**src/rtl/mem_bist_initiator.sv**
```systemverilog
// Memory BIST initiator: walks a word range on the host req/ack bus,
// writes a pattern, reads it back and reports pass/fail and error stats.
module mem_bist_initiator #(
  parameter int ADDR_W  = 16,
  parameter int DATA_W  = 32,
  parameter int TIMEOUT = 255
) (
  input  logic              clk,
  input  logic              rst_n,
  input  logic              start,
  input  logic [ADDR_W-1:0] base_addr,
  input  logic [15:0]       num_words,
  input  logic [1:0]        pattern_sel,
  input  logic [DATA_W-1:0] seed,
  output logic              host_req,
  output logic              host_wr_en,
  output logic [ADDR_W-1:0] host_addr,
  output logic [DATA_W-1:0] host_wdata,
  input  logic [DATA_W-1:0] host_rdata,
  input  logic              host_ack,
  output logic              busy,
  output logic              done,
  output logic              pass,
  output logic [15:0]       err_count,
  output logic [ADDR_W-1:0] first_err_addr,
  output logic              timeout_err
);

  typedef enum logic [2:0] {
    IDLE, WR_REQ, WR_GAP, RD_REQ, RD_GAP, FIN
  } state_t;

  localparam logic [DATA_W-1:0] TAPS = DATA_W'(32'h80200003);
  localparam logic [15:0] TMO_LAST = 16'(TIMEOUT - 1);

  state_t state_q, state_d;
  logic [15:0] idx_q, idx_d;
  logic [15:0] nw_q, nw_d;
  logic [15:0] err_q, err_d;
  logic [15:0] cnt_q, cnt_d;
  logic [ADDR_W-1:0] base_q, base_d;
  logic [ADDR_W-1:0] ferr_q, ferr_d;
  logic [1:0] psel_q, psel_d;
  logic [DATA_W-1:0] lfsr_q, lfsr_d;
  logic [DATA_W-1:0] seed_q, seed_d;
  logic tmo_q, tmo_d;
  logic pass_q, pass_d;

  logic [ADDR_W-1:0] off, addr;
  logic [DATA_W-1:0] idx_ext, pat, lfsr_nx, seed0;
  logic [15:0] idx_nx;

  assign off     = ADDR_W'({idx_q, 2'b00});
  assign addr    = base_q + off;
  assign idx_ext = DATA_W'(idx_q);
  assign idx_nx  = idx_q + 16'd1;
  assign lfsr_nx = {1'b0, lfsr_q[DATA_W-1:1]}
                 ^ (lfsr_q[0] ? TAPS : '0);
  assign seed0   = (seed == '0) ? DATA_W'(1) : seed;

  always_comb begin
    case (psel_q)
      2'd0:    pat = idx_ext;
      2'd1:    pat = DATA_W'(32'h55AA0000) | idx_ext;
      2'd2:    pat = lfsr_q;
      default: pat = DATA_W'(addr[ADDR_W-1:2]);
    endcase
  end

  always_ff @(posedge clk or negedge rst_n) begin
    if (!rst_n) begin
      state_q <= IDLE;
      idx_q   <= '0;
      nw_q    <= '0;
      err_q   <= '0;
      cnt_q   <= '0;
      base_q  <= '0;
      ferr_q  <= '0;
      psel_q  <= '0;
      lfsr_q  <= '0;
      seed_q  <= '0;
      tmo_q   <= 1'b0;
      pass_q  <= 1'b0;
    end else begin
      state_q <= state_d;
      idx_q   <= idx_d;
      nw_q    <= nw_d;
      err_q   <= err_d;
      cnt_q   <= cnt_d;
      base_q  <= base_d;
      ferr_q  <= ferr_d;
      psel_q  <= psel_d;
      lfsr_q  <= lfsr_d;
      seed_q  <= seed_d;
      tmo_q   <= tmo_d;
      pass_q  <= pass_d;
    end
  end

  always_comb begin
    state_d  = state_q;
    idx_d    = idx_q;
    nw_d     = nw_q;
    err_d    = err_q;
    cnt_d    = cnt_q;
    base_d   = base_q;
    ferr_d   = ferr_q;
    psel_d   = psel_q;
    lfsr_d   = lfsr_q;
    seed_d   = seed_q;
    tmo_d    = tmo_q;
    pass_d   = pass_q;
    host_req = 1'b0;
    done     = 1'b0;
    case (state_q)
      IDLE: begin
        if (start) begin
          err_d  = '0;
          ferr_d = '0;
          tmo_d  = 1'b0;
          pass_d = 1'b0;
          idx_d  = '0;
          cnt_d  = '0;
          nw_d   = num_words;
          base_d = base_addr & ~ADDR_W'(3);
          psel_d = pattern_sel;
          lfsr_d = seed0;
          seed_d = seed0;
          if (num_words == 16'd0)
            state_d = FIN;
          else if (pattern_sel == 2'd3)
            state_d = RD_REQ;
          else
            state_d = WR_REQ;
        end
      end
      WR_REQ, RD_REQ: begin
        host_req = 1'b1;
        if (host_ack) begin
          if (state_q == RD_REQ && host_rdata != pat) begin
            if (err_q != 16'hFFFF) err_d = err_q + 16'd1;
            if (err_q == 16'd0) ferr_d = addr;
          end
          state_d = (state_q == WR_REQ) ? WR_GAP : RD_GAP;
        end else if (cnt_q == TMO_LAST) begin
          tmo_d   = 1'b1;
          state_d = FIN;
        end else begin
          cnt_d = cnt_q + 16'd1;
        end
      end
      WR_GAP, RD_GAP: begin
        if (!host_ack) begin
          cnt_d  = '0;
          lfsr_d = lfsr_nx;
          idx_d  = idx_nx;
          if (idx_nx != nw_q)
            state_d = (state_q == WR_GAP) ? WR_REQ : RD_REQ;
          else if (state_q == WR_GAP) begin
            idx_d   = '0;
            lfsr_d  = seed_q;
            state_d = RD_REQ;
          end else
            state_d = FIN;
        end
      end
      FIN: begin
        done    = 1'b1;
        pass_d  = (err_q == 16'd0) && !tmo_q;
        state_d = IDLE;
      end
      default: state_d = IDLE;
    endcase
  end

  assign host_wr_en     = (state_q == WR_REQ);
  assign host_addr      = host_req ? addr : '0;
  assign host_wdata     = host_wr_en ? pat : '0;
  assign busy           = (state_q != IDLE);
  assign pass           = pass_q;
  assign err_count      = err_q;
  assign first_err_addr = ferr_q;
  assign timeout_err    = tmo_q;

endmodule
```
**config.mk**
```make
export PLATFORM = sky130hd
export DESIGN_NAME = mem_bist_initiator
export DESIGN_NICKNAME = d
export VERILOG_FILES = /design/src/rtl/mem_bist_initiator.sv
export SDC_FILE = /design/constraint.sdc
export NUM_CORES = 1
export LEC_CHECK = 0
export BUFFER_PORTS_ARGS = -buffer_cell sky130_fd_sc_hd__clkbuf_2
export CAP_MARGIN = 30
export CORE_ASPECT_RATIO = 0.5
export CORE_MARGIN = 5
export CORE_UTILIZATION = 40
export CTS_CLUSTER_SIZE = 14
export DETAILED_ROUTE_END_ITERATION = 8
export SLEW_MARGIN = 10
export SYNTH_ARGS = -nofsm -noshare
export SYNTH_HDL_FRONTEND = slang
export SYNTH_SLANG_ARGS = --single-unit
export TNS_END_PERCENT = 5
```
**constraint.sdc**
```tcl
create_clock -name clk -period 9.3 [get_ports clk]
set_input_delay 1.395 -clock clk [delete_from_list [all_inputs] [get_ports clk]]
set_output_delay 1.395 -clock clk [all_outputs]
set_load 0.03 [all_outputs]
```
==> flow_summary.yaml <==
logic_synthesis:
  ys.warnings.count: 0
  ys_ff_latch: 163
  netlist_top_cells_area: "dfrtp_1, nand2_1, xnor2_1"
  synthFlopType: "dfrtp_1"
  synthCells: 1317
  yosys.cell_count.top_type: "nand2_1"
  netlist_area_um2: 10900
  synth_edf_count: 0
  yosysUniqueCellTypes: 82
  synthTopCellsByCount: "nand2_1, dfrtp_1, nor2_1"
  synthArstFlopShare_pct: 100
  synth_top_area_share_pct: 37.5
  syn_avg_cell_area_um2: 8.27
  ys_seq_area_share_pct: 37.5
  synth.largest_area_cell: "dfrtp_1"
final_layout:
  fill_cells: 2646
  post-route-util_pct: 47.1
  drive_gt1_share_pct: 17.4
  regArea_um2: 4080
  multi_input_area_um2: 6300
  fin_area_um2: 12500
  areaGrowthSynthToFinish_pct: 15.1
  num_antenna_cells: 0
  finalNetCount: 1565
clock_tree:
  numCtsBuffers: 17
  clk_pin_slew_ns: 0.07
  ctsResizeCount: 0
  cts_sinks: 163
  cts_root_buf: "clkbuf_16"
  ctsHoldBuffers: 0
  insertion_delay_ns: 0.44
  cts_setup_buffers: 0
  htreeDepth: 4
  cts_tree: "done"
  clockBufferDepth: 2
sta:
  clock_skew_ns: 0.0111
  setup_viol: 0
  rsz0062_at_grt: "no"
  period_minus_slack_ns: 5.32
  fmax_mhz: 188
  finalCritPeriodShare_pct: 57.2
  drv_slew: 0
  hold_violations: 0
  worst_pin_slew_ns: 1.00
  tns_ns: 0
  max_slew_margin_pct: 33.3
global_routing:
  grt_max_degree: 66
  grt_pass1_vias: 10300
  grt_pass1_wl_um: 59300
  gr-usage-all-layers_pct: 24.2
  overflow: 0
  antenna_found_initial: 0
pwr:
  finalPower_uw: 4050
  peakVddDrop_v: 0.000153
  power.density_nw_per_um2: 323
  power.leakage_uw: 0.00595
placed_design:
  placement.io_buffers: 181
  hpwl_um: 28400
  dpl_cell_area_um2: 11900
  place.gp.congestion: 0.957
setup_path:
  cp_max_fo: 9
  critical_path.startpoint_type: "flip-flop"
  worst_ep_arrival_time_ns: 3.93
  cp_data_required_time_ns: 7.91
  critPathKind: "reg -> out"
  endpoint_kind: "output pin"
drt:
  final_antenna_net_count: 0
  drc: 0
  drtIter0Drc: 967
  wl_per_cell_um: 21.0
  vias: 10600
  dr.pass1.iters: 5
  avgViaCountPerCell: 5.87
  drt-total-wl_um: 37900
run:
  drv_cap: 0
status:
  status: "completed"
floorplan:
  die_w_um: 243
  die-area_um2: 30800
  core_um2: 26600
  ioPinCount: 188
  initial_core_util_pct: 40.9
  fp-row-count: 42
  die_h_um: 127
min_path:
  worstHoldPathType: "reg -> reg"
[placed cells by master (no fill, tap or decap), types with 8 or more instances in the layout]
master / Yosys / routed
buf_4: 9 / 11
o211ai_1: 37 / 37
xor2_1: 34 / 34
o22a_1: 8 / 8
a22o_1: 12 / 12
ha_1: 19 / 19
nand4_1: 28 / 28
nor4_1: 27 / 27
o22ai_1: 13 / 13
and3_1: 23 / 23
and2_1: 17 / 17
clkbuf_2: 0 / 180
nand2b_1: 17 / 17
inv_1: 30 / 30
a31oi_1: 12 / 12
clkbuf_16: 0 / 17
nor2_1: 79 / 78
and4_1: 8 / 8
a211oi_1: 16 / 16
mux2i_1: 40 / 40
o21ai_0: 59 / 59
nand2_1: 298 / 297
o31ai_1: 9 / 9
dfrtp_1: 163 / 163
a21oi_1: 40 / 40
xnor2_1: 53 / 53
nand3_1: 32 / 32
nor3_1: 30 / 30
[critical path: stages (launching register included)]
cell and delay (ns):
dfrtp_1 0.55, ha_1 0.34, fa_1 0.43, a211oi_2 0.44
o21ai_2 0.19, a31o_2 0.33, a21oi_1 0.18, xor2_1 0.45
nand2_1 0.11, o21ai_0 0.11, a21oi_1 0.11, clkbuf_2 0.22
[metrics by stage]
| step | hold WS [ns] | cells | worst slack (ns) |
|---|---|---|---|
| 2_1_floorplan | 0.440 | 1320 | 4.97 |
| 3_3_place_gp | 0.454 | 1775 | 4.55 |
| 3_5_place_dp | 0.459 | 1775 | 4.49 |
| 4_1_cts | 0.475 | 1807 | 4.01 |
| 5_1_grt | 0.490 | 1808 | 3.71 |
| 6_report | 0.471 | 1808 | 3.98 |
[layout make-up]
cell class | count | area share, %
clock inverters | 11 | 0.848
multi-input cells | 1035 | 50.3
flip-flops and latches | 163 | 32.5
well taps | 352 | 3.51
repair buffers | 193 | 8.15
inverters | 33 | 0.988
clock buffers | 21 | 3.67
[power by group]
part | total (uW) | switching [uW] | internal (uW)
combinational | 2060 | 1360 | 696
clock | 689 | 306 | 383
sequential | 1300 | 328 | 970
total | 4050 | 2000 | 2050
[registers in the layout (all words and copies together) (netlist names)]
register        flops
base_q             14
cnt_q              16
err_count          16
first_err_addr     14
idx_q              16
lfsr_q             32
nw_q               16
pass                1
psel_q              2
seed_q             32
state_q             3
timeout_err         1
[worst paths after layout]
kind	slack (ns)	start	cells after the start	endpoint
max	3.98	idx_q[0]	11	host_wdata[12]
min	0.47	seed_q[1]	2	seed_q[1]
max reg2reg	4.73	idx_q[0]	12	first_err_addr[5]
min reg2reg	0.47	seed_q[1]	2	seed_q[1]
max in group asynchronous	6.75	rst_n	4	cnt_q[12]
min in group asynchronous	0.88	rst_n	1	seed_q[8]
[routing by layer]
metal / up-vias / share of wire [%] / GRT usage (%)
met3: 53 / 6.4 / 4.43
met1: 5207 / 46 / 34.9
met2: 412 / 45 / 37.6
met5: - / 0 / 0
met4: 0 / 2.0 / 6.47
li1: 4943 / - / -
[cell families after synthesis]
kind of cell,after synthesis,synth area share [%]
muxes,44,4.09
AOI/OAI and AO/OA,283,18.2
DFF,163,37.5
xor gates and xnor gates,89,7.41
other,1,0.0344
adders and majority gates,20,2.37
and+or+nand+nor,595,25.5
buffers and inverters,122,4.96
Power figures use the tool's default switching activity.
